File: src/rtl/ahb_gpio_if.sv
// AHB-Lite slave-side bus bundle for the GPIO peripheral.
// Groups the address/data phase signals behind master/slave views.
interface ahb_gpio_if;
    logic        HSEL;
    logic [31:0] HADDR;
    logic [1:0]  HTRANS;
    logic [2:0]  HSIZE;
    logic        HWRITE;
    logic        HREADY;
    logic [31:0] HWDATA;
    logic        HREADYOUT;
    logic [31:0] HRDATA;
    logic        HRESP;

    modport master (
        output HSEL, HADDR, HTRANS, HSIZE, HWRITE, HREADY, HWDATA,
        input  HREADYOUT, HRDATA, HRESP
    );

    modport slave (
        input  HSEL, HADDR, HTRANS, HSIZE, HWRITE, HREADY, HWDATA,
        output HREADYOUT, HRDATA, HRESP
    );
endinterface

File: src/rtl/ahb_gpio.sv
// Zero-wait AHB-Lite GPIO: direction, set/clear/toggle outputs,
// synchronised inputs and edge interrupts with W1C status.
module ahb_gpio #(
    parameter int GPIO_WIDTH  = 32,
    parameter int SYNC_STAGES = 2
) (
    input  logic                  HCLK,
    input  logic                  HRESETn,
    ahb_gpio_if.slave             bus,
    input  logic [GPIO_WIDTH-1:0] GPIO_IN,
    output logic [GPIO_WIDTH-1:0] GPIO_OUT,
    output logic [GPIO_WIDTH-1:0] GPIO_OE,
    output logic                  IRQ
);
    localparam int W = GPIO_WIDTH;

    localparam logic [3:0] A_DOUT = 4'h0;
    localparam logic [3:0] A_DIN  = 4'h1;
    localparam logic [3:0] A_DIR  = 4'h2;
    localparam logic [3:0] A_SET  = 4'h3;
    localparam logic [3:0] A_CLR  = 4'h4;
    localparam logic [3:0] A_TGL  = 4'h5;
    localparam logic [3:0] A_REN  = 4'h6;
    localparam logic [3:0] A_FEN  = 4'h7;
    localparam logic [3:0] A_STS  = 4'h8;

    logic         act_q;
    logic         wr_q;
    logic [3:0]   addr_q;
    logic         accept;
    logic         wr_en;
    logic         rd_en;
    logic [W-1:0] wdata;

    logic [W-1:0] dout_q, dout_d;
    logic [W-1:0] dir_q, dir_d;
    logic [W-1:0] ren_q, ren_d;
    logic [W-1:0] fen_q, fen_d;
    logic [W-1:0] sts_q, sts_d;
    logic [W-1:0] w1c;
    logic [W-1:0] rd_w;

    logic [W-1:0] sync_q [SYNC_STAGES];
    logic [W-1:0] s;
    logic [W-1:0] p_q;
    logic [W-1:0] rise;
    logic [W-1:0] fall;

    logic unused_ok;
    assign unused_ok = ^{bus.HSIZE, bus.HADDR[31:6], bus.HADDR[1:0],
                         bus.HTRANS[0], bus.HWDATA};

    assign accept = bus.HSEL & bus.HREADY & bus.HTRANS[1];
    assign wr_en  = act_q & wr_q & bus.HREADY;
    assign rd_en  = act_q & ~wr_q;
    assign wdata  = bus.HWDATA[W-1:0];

    always_ff @(posedge HCLK or negedge HRESETn) begin
        if (!HRESETn) begin
            act_q  <= 1'b0;
            wr_q   <= 1'b0;
            addr_q <= '0;
        end else if (bus.HREADY) begin
            act_q  <= accept;
            wr_q   <= bus.HWRITE;
            addr_q <= bus.HADDR[5:2];
        end
    end

    always_ff @(posedge HCLK or negedge HRESETn) begin
        if (!HRESETn) begin
            for (int i = 0; i < SYNC_STAGES; i++) sync_q[i] <= '0;
            p_q <= '0;
        end else begin
            sync_q[0] <= GPIO_IN;
            for (int i = 1; i < SYNC_STAGES; i++) sync_q[i] <= sync_q[i-1];
            p_q <= s;
        end
    end

    assign s    = sync_q[SYNC_STAGES-1];
    assign rise = s & ~p_q & ren_q;
    assign fall = ~s & p_q & fen_q;

    always_comb begin
        dout_d = dout_q;
        dir_d  = dir_q;
        ren_d  = ren_q;
        fen_d  = fen_q;
        w1c    = '0;
        if (wr_en) begin
            case (addr_q)
                A_DOUT:  dout_d = wdata;
                A_DIR:   dir_d  = wdata;
                A_SET:   dout_d = dout_q | wdata;
                A_CLR:   dout_d = dout_q & ~wdata;
                A_TGL:   dout_d = dout_q ^ wdata;
                A_REN:   ren_d  = wdata;
                A_FEN:   fen_d  = wdata;
                A_STS:   w1c    = wdata;
                default: ;
            endcase
        end
        // a fresh edge event outranks a same-cycle clear
        sts_d = (sts_q & ~w1c) | rise | fall;
    end

    always_ff @(posedge HCLK or negedge HRESETn) begin
        if (!HRESETn) begin
            dout_q <= '0;
            dir_q  <= '0;
            ren_q  <= '0;
            fen_q  <= '0;
            sts_q  <= '0;
        end else begin
            dout_q <= dout_d;
            dir_q  <= dir_d;
            ren_q  <= ren_d;
            fen_q  <= fen_d;
            sts_q  <= sts_d;
        end
    end

    always_comb begin
        rd_w = '0;
        if (rd_en) begin
            case (addr_q)
                A_DOUT:  rd_w = dout_q;
                A_DIN:   rd_w = s;
                A_DIR:   rd_w = dir_q;
                A_REN:   rd_w = ren_q;
                A_FEN:   rd_w = fen_q;
                A_STS:   rd_w = sts_q;
                default: rd_w = '0;
            endcase
        end
    end

    assign bus.HRDATA    = 32'(rd_w);
    assign bus.HREADYOUT = 1'b1;
    assign bus.HRESP     = 1'b0;

    assign GPIO_OUT = dout_q;
    assign GPIO_OE  = dir_q;
    assign IRQ      = |sts_q;
endmodule

File: src/flat_wrapper.sv
// flat-port wrapper written by rule: the top's interface ports become plain ports
module ahb_gpio_flat 
#(
    parameter int GPIO_WIDTH  = 32,
    parameter int SYNC_STAGES = 2
)
  (HCLK, HRESETn, GPIO_IN, GPIO_OUT, GPIO_OE, IRQ, bus_HSEL, bus_HADDR, bus_HTRANS, bus_HSIZE, bus_HWRITE, bus_HREADY, bus_HWDATA, bus_HREADYOUT, bus_HRDATA, bus_HRESP);
  ahb_gpio_if bus_i ();
  input  logic HCLK;
  input  logic HRESETn;
  input  logic [GPIO_WIDTH-1:0] GPIO_IN;
  output logic [GPIO_WIDTH-1:0] GPIO_OUT;
  output logic [GPIO_WIDTH-1:0] GPIO_OE;
  output logic IRQ;
  input wire logic [$bits(bus_i.HSEL)-1:0] bus_HSEL;
  input wire logic [$bits(bus_i.HADDR)-1:0] bus_HADDR;
  input wire logic [$bits(bus_i.HTRANS)-1:0] bus_HTRANS;
  input wire logic [$bits(bus_i.HSIZE)-1:0] bus_HSIZE;
  input wire logic [$bits(bus_i.HWRITE)-1:0] bus_HWRITE;
  input wire logic [$bits(bus_i.HREADY)-1:0] bus_HREADY;
  input wire logic [$bits(bus_i.HWDATA)-1:0] bus_HWDATA;
  output wire logic [$bits(bus_i.HREADYOUT)-1:0] bus_HREADYOUT;
  output wire logic [$bits(bus_i.HRDATA)-1:0] bus_HRDATA;
  output wire logic [$bits(bus_i.HRESP)-1:0] bus_HRESP;
  assign bus_i.HSEL = bus_HSEL;
  assign bus_i.HADDR = bus_HADDR;
  assign bus_i.HTRANS = bus_HTRANS;
  assign bus_i.HSIZE = bus_HSIZE;
  assign bus_i.HWRITE = bus_HWRITE;
  assign bus_i.HREADY = bus_HREADY;
  assign bus_i.HWDATA = bus_HWDATA;
  assign bus_HREADYOUT = bus_i.HREADYOUT;
  assign bus_HRDATA = bus_i.HRDATA;
  assign bus_HRESP = bus_i.HRESP;
  ahb_gpio #(.GPIO_WIDTH(GPIO_WIDTH), .SYNC_STAGES(SYNC_STAGES)) u_core (.HCLK(HCLK), .HRESETn(HRESETn), .bus(bus_i), .GPIO_IN(GPIO_IN), .GPIO_OUT(GPIO_OUT), .GPIO_OE(GPIO_OE), .IRQ(IRQ));
endmodule
File: config.mk
export PLATFORM = sky130hd
export DESIGN_NAME = ahb_gpio_flat
export DESIGN_NICKNAME = d
export VERILOG_FILES = /design/src/rtl/ahb_gpio_if.sv /design/src/rtl/ahb_gpio.sv /design/src/flat_wrapper.sv
export SDC_FILE = /design/constraint.sdc
export NUM_CORES = 1
export LEC_CHECK = 0
export BUFFER_PORTS_ARGS = -buffer_cell sky130_fd_sc_hd__buf_2
export CAP_MARGIN = 25
export CORE_ASPECT_RATIO = 1.25
export CORE_MARGIN = 4
export CORE_UTILIZATION = 30
export DETAILED_ROUTE_END_ITERATION = 12
export GPL_TIMING_DRIVEN = 0
export HOLD_SLACK_MARGIN = 0.15
export PLACE_DENSITY_LB_ADDON = 0.15
export SETUP_SLACK_MARGIN = 0.15
export SLEW_MARGIN = 0
export SYNTH_ARGS = -nofsm -noshare
export SYNTH_HDL_FRONTEND = slang
export SYNTH_SLANG_ARGS = --single-unit
File: constraint.sdc
create_clock -name HCLK -period 2 [get_ports HCLK]
set_clock_uncertainty 0.15 [all_clocks]
set_input_delay 0.5 -clock HCLK [delete_from_list [all_inputs] [get_ports HCLK]]
set_output_delay 0.5 -clock HCLK [all_outputs]
set_load 0.01 [all_outputs]
### Word level (Yosys, flattened, before mapping)

Cells that the tools add are included.

| word-level totals | value |
|---|---|
| register bits | 262 |
| output and inout bits | 99 |
| logic and storage cells | 51 |

| cells by class | value |
|---|---|
| eq/ne operators | 8 |
| mux-type cells | 5 |
| bitwise gates (word level) | 20 |
| reduce and logical (&&, ||, !) cells | 7 |

Operators with widths:

| cell | count |
|---|---|
| AND 32 bit | 6 |
| case mux 32 bit (6 select lines) | 1 |
| inverter 32 bit | 4 |
| case mux 32 bit (4 select lines) | 1 |
| 2-to-1 mux 32 bit | 3 |
| bitwise OR 32 bit | 3 |
| OR reduction 32 bit | 1 |
| bitwise XOR 32 bit | 1 |
| equality test 4 x 3 -> 1 bit (second input constant) | 4 |
| equality test 4 x 2 -> 1 bit (second input constant) | 2 |
| AND reduction 2 bit | 4 |
| AND 1 bit | 5 |
| equality test 4 x 1 -> 1 bit (second input constant) | 1 |
| equality test 4 bit (second input constant) | 1 |
| logical NOT 4 bit | 1 |
| nonzero test 4 bit | 1 |
| inverter 1 bit | 1 |

### Longest topological paths before layout

| depth | value |
|---|---|
| depth in word-level cells | 7 |
| gate-level depth with buffers | 7 |
| gate-level depth less buffers | 5 |

### Least setup slack after synthesis

OpenSTA, ideal clock, no wires.

| timing | value |
|---|---|
| path type | register to output |
| start point | reg u_core.addr_q[0] |
| end point | out bus_HRDATA[16] |
| arrival time | 1.690 ns |
| data required time | 1.350 ns |
| path slack | -0.340 ns |
| cell stages (with the launch flop) | 6 |
| path buffers | 2 |
| path through | dfrtp_1 buf_6 nor4_4 clkbuf_1 a22oi_1 a31oi_1 |

| between the ends | value |
|---|---|
| cells in the longest elaborated chain, start to end | 3 |
| elaborated cells on any way between the ends | 8 |
| those cells by class | eq/ne: 5; mux: 2; reduce/logical: 1 |

Ends and longest elaborated chain:

| element | line | text |
|---|---|---|
| start: declaration | ahb_gpio.sv:29 | `logic [3:0] addr_q;` |
| start signal: assignment | ahb_gpio.sv:66 | `addr_q <= bus.HADDR[5:2];` |
| equality test 4 bit, or another cell as far along | ahb_gpio.sv:127 | `case (addr_q)` |
| case mux 32 bit (6 select lines) (*) | ahb_gpio.sv:127 |  |
| 2-to-1 mux 32 bit (*) | ahb_gpio.sv:126 | `if (rd_en) begin` |
| end: declaration | flat_wrapper.sv:23 | `output wire logic [$bits(bus_i.HRDATA)-1:0] bus_HRDATA;` |

Mark *: on every way between the ends. The rest lies on a longest branch, timed or not.

### Worst setup path in the final report

| timing | value |
|---|---|
| start point | reg u_core.addr_q[2] |
| end point | out bus_HRDATA[11] |

The elaborated chain is that of the path after synthesis.

==> results.sh <==
export IMPL_maxSlewHeadroom_pct=57.3
export IMPL_syn_num_nets=1195
export IMPL_holdWs_ps=196
export IMPL_rrSetupSlack_ps=-480
export IMPL_synth_seq_area_share_pct=52.4
export IMPL_setup_viol=191
export IMPL_syn_cell_area_um2=12500
export IMPL_grt_ovfl_total=0
export IMPL_min_delay_start="u_core.sync_q[38]$_DFF_PN0_"
export IMPL_start_util_pct=30.4
export IMPL_worst_hold_path_type="flop to flop"
export IMPL_p_clk_share_pct=34.7
export IMPL_dieWidth_um=191
export IMPL_drv_slew=0
export IMPL_switchingPower_uw=4970
export IMPL_num_rows=83
export IMPL_cts_tree="done"
export IMPL_cts_sinks=262
export IMPL_seqPwrFrac_pct=42.5
export IMPL_crit_type="flop to primary output"
export IMPL_drive_gt1_share_pct=42.9
export IMPL_n_fill_cell=3803
export IMPL_outcome="finished with violations"
export IMPL_drc_errors=0
export IMPL_finalCritPeriodShare_pct=154
export IMPL_num_antenna_cells=0
export IMPL_required_ps=1350
export IMPL_share_comb_of_total_power_pct=22.8
export IMPL_wire_per_inst_um=24.1
export IMPL_leakage_uw=0.00852
export IMPL_maxCapViolations=0
export IMPL_final_cell_mix="dfrtp_1, buf_2, mux2_4"
export IMPL_drt_pre_antenna_iters=5
export IMPL_final_common_cell="dfrtp_1"
export IMPL_drtIter0Drc=601
export IMPL_yosysWarnings=0
export IMPL_syn_to_final_growth_pct=49.3
export IMPL_r2r_end="u_core.sts_q[3]$_DFF_PN0_"
export IMPL_clk_latency_ps=590
export IMPL_synthCells=1025
export IMPL_grt_pass1_vias=10721
export IMPL_grt_usage_pct=19.7
export IMPL_whs_endpoint="u_core.s[6]$_DFF_PN0_"
export IMPL_io_buffers=169
export IMPL_finalHoldViolations=0
export IMPL_fin_cells=1969
export IMPL_io_pin_count=205
export IMPL_critPathCaptureType="primary output"
export IMPL_rsz0062_at_grt="true"
export IMPL_fmax_mhz=324
export IMPL_postSynth_asyncResetShare_pct=100
export IMPL_synth_distinct_cells=53
export IMPL_p_int_uw=11000
export IMPL_crit_slowest_cell="dfrtp_2"
export IMPL_die_area_um2=45100
export IMPL_synth_enable_flop_cells=0
export IMPL_wirelength_um=47400
export IMPL_ys_seq_elements=262
export IMPL_min_period_ps=3090
export IMPL_regToRegStartpoint="u_core.addr_q[0]$_DFFE_PN0P_"
export IMPL_critPathLaunchType="flop"
export IMPL_vdd_ir_drop_max_uv=715
export IMPL_place_inst=1749
export IMPL_grt_max_degree=110
export IMPL_reg2regPathDepth=10
export IMPL_worst_path_most_repeated_cell="buf_12"
export IMPL_fin_nets=1566
export IMPL_worst_endpoint_arrival_ps=2440
export IMPL_cts_max_level=1
export IMPL_cts_buffers=31
export IMPL_cts_buffer_depth=3
export IMPL_vias=10224
export IMPL_core_um2=41100
export IMPL_crit_chain="buf_12 -> or3_4 -> buf_12 -> nor2_2 -> a221oi_1 -> a21oi_2 -> buf_2"
export IMPL_critical_path_max_stage_delay_ps=470
export IMPL_hold_path_depth=0
export IMPL_violations="negative setup slack"
export IMPL_worstPathMaxFanout=10
export IMPL_tightest_slew_ps=641
export IMPL_postSynthAreaPerCell_um2=12.2
export IMPL_antenna_found_initial=0
export IMPL_gp_congestion=0.813
export IMPL_cts_root_buf="clkbuf_16"
export IMPL_clk_pin_slew_ps=60
export IMPL_place_ws_ps=-834
export IMPL_die_height_um=236
export IMPL_synth_top_flop_cell="dfrtp_1"
export IMPL_dpl_hpwl_um=29700
export IMPL_ant_nets=0
export IMPL_setup_slack_ps=-1090
export IMPL_grt_pass1_wl_um=67700
export IMPL_vias_per_cell=5.19
export IMPL_power_density_nw_per_um2=857
export IMPL_sw_frac_of_total_pct=31.1
==> layer usage <==
layer	vias up	wire length [um]	part of all wire, %	global-route usage, %
met2	268	23700	50	33.5
met1	5292	20000	42	25.2
met5	-	0	0	0
met4	0	1340	2.8	6.68
met3	73	2460	5.2	3.63
li1	4591	-	-	-
==> how the worst max path moves through the flow <==
stage / from / end / slack [ps] / depth (start not counted)
finish: u_core.addr_q[2]$_DFFE_PN0P_ / bus_HRDATA[11] / -1090 / 7
CTS: u_core.addr_q[2]$_DFFE_PN0P_ / bus_HRDATA[15] / -1080 / 8
global route: u_core.addr_q[0]$_DFFE_PN0P_ / bus_HRDATA[20] / -1140 / 7
global placement: HRESETn / u_core.addr_q[1]$_DFFE_PN0P_ / -5450 / 1
detailed placement: u_core.addr_q[0]$_DFFE_PN0P_ / bus_HRDATA[20] / -830 / 6
floorplan: u_core.addr_q[0]$_DFFE_PN0P_ / bus_HRDATA[12] / -170 / 5
==> cell usage after synthesis, drive strengths merged (2+ instances only) <==
cell type    n  area (um^2)
a211o        4         35.0
a21oi       17         85.1
a221oi      16          140
a22o        33          289
a22oi       96          721
a31oi       15         93.8
and3b        3         26.3
buf         43          284
clkbuf      26         98.8
conb         2         7.51
dfrtp      262         6560
ha          64          801
inv         67          251
mux2        99         1110
mux2i       13          130
nand2       36          143
nand2b       2         20.0
nand3        2         15.0
nand3b      33          248
nand4        3         18.8
nor2        15         63.8
nor3         3         26.3
nor4        11          105
nor4b        2         38.8
o211a       32          320
o211ai      64          480
o21ai       35          175
or2         15         93.8
or3          2         12.5
==> stage by stage <==
step           area [um^2]  util, %  power (uW)  setup TNS [ps]
3_3_place_gp         14600     35.5        9630        -1359190
4_1_cts              17800     43.3       16000          -73600
2_1_floorplan        13100        -        8310           -4040
3_5_place_dp         14700     35.7        9720          -67200
5_1_grt              18700     45.4       16800          -84500
6_report             18700     45.4       16000          -74320
==> cell families (layout without fill, tap and decap cells) <==
group,count (synthesis),after routing,synth area share [%]
compound gates,315,315,19.0
xor+xnor,1,1,0.130
fa+ha+maj,64,64,6.40
buf+inv,136,528,5.07
flops,262,262,52.4
mux,112,112,9.95
other cells,2,2,0.0600
simple gates,133,133,6.96
==> worst max-delay path, delay by kind of cell, from the launching register on <==
family | cells | cell delay, ps
DFF | 1 | 470
AOI/OAI and AO/OA | 2 | 290
and+or+nand+nor | 2 | 540
buffers and inverters | 3 | 540
==> final cells by class <==
cell class | instances | area (um^2) | area share [%]
timing repair buffer | 339 | 2930 | 15.7
tap | 552 | 691 | 3.70
inverter | 67 | 255 | 1.37
clock buffer | 46 | 902 | 4.83
sequential | 262 | 6560 | 35.1
buffer | 68 | 940 | 5.03
multi-input combinational | 627 | 6330 | 33.9
clock inverter | 8 | 71.3 | 0.382
==> registers in the layout, summed over array words and instances, names as in the netlist <==
signal and cells:
u_core.sts_q 32, u_core.p_q 32, u_core.fen_q 32, u_core.GPIO_OE 32, u_core.sync_q 32, u_core.ren_q 32
u_core.wr_q 1, u_core.s 32, u_core.GPIO_OUT 32, u_core.act_q 1, u_core.addr_q 4
==> power groups by stage <==
stage | Combinational, uW | Sequential [uW] | Clock, uW
4_1_cts | 3490 | 6760 | 5700
5_1_grt | 3990 | 6890 | 5910
6_report | 3650 | 6800 | 5550
2_1_floorplan | 1590 | 6720 | 0
3_3_place_gp | 2830 | 6800 | 0
3_5_place_dp | 2920 | 6800 | 0
==> what timing repair did <==
action	4_1_cts	5_1_grt
setup endpoints to repair	224	232
pin swaps	21	53
gates cloned	9	13
gates resized for setup	221	103
buffers inserted	52	20
hold endpoints to repair	193	0
hold buffers	73	0
(Power assumes the default switching activity.)
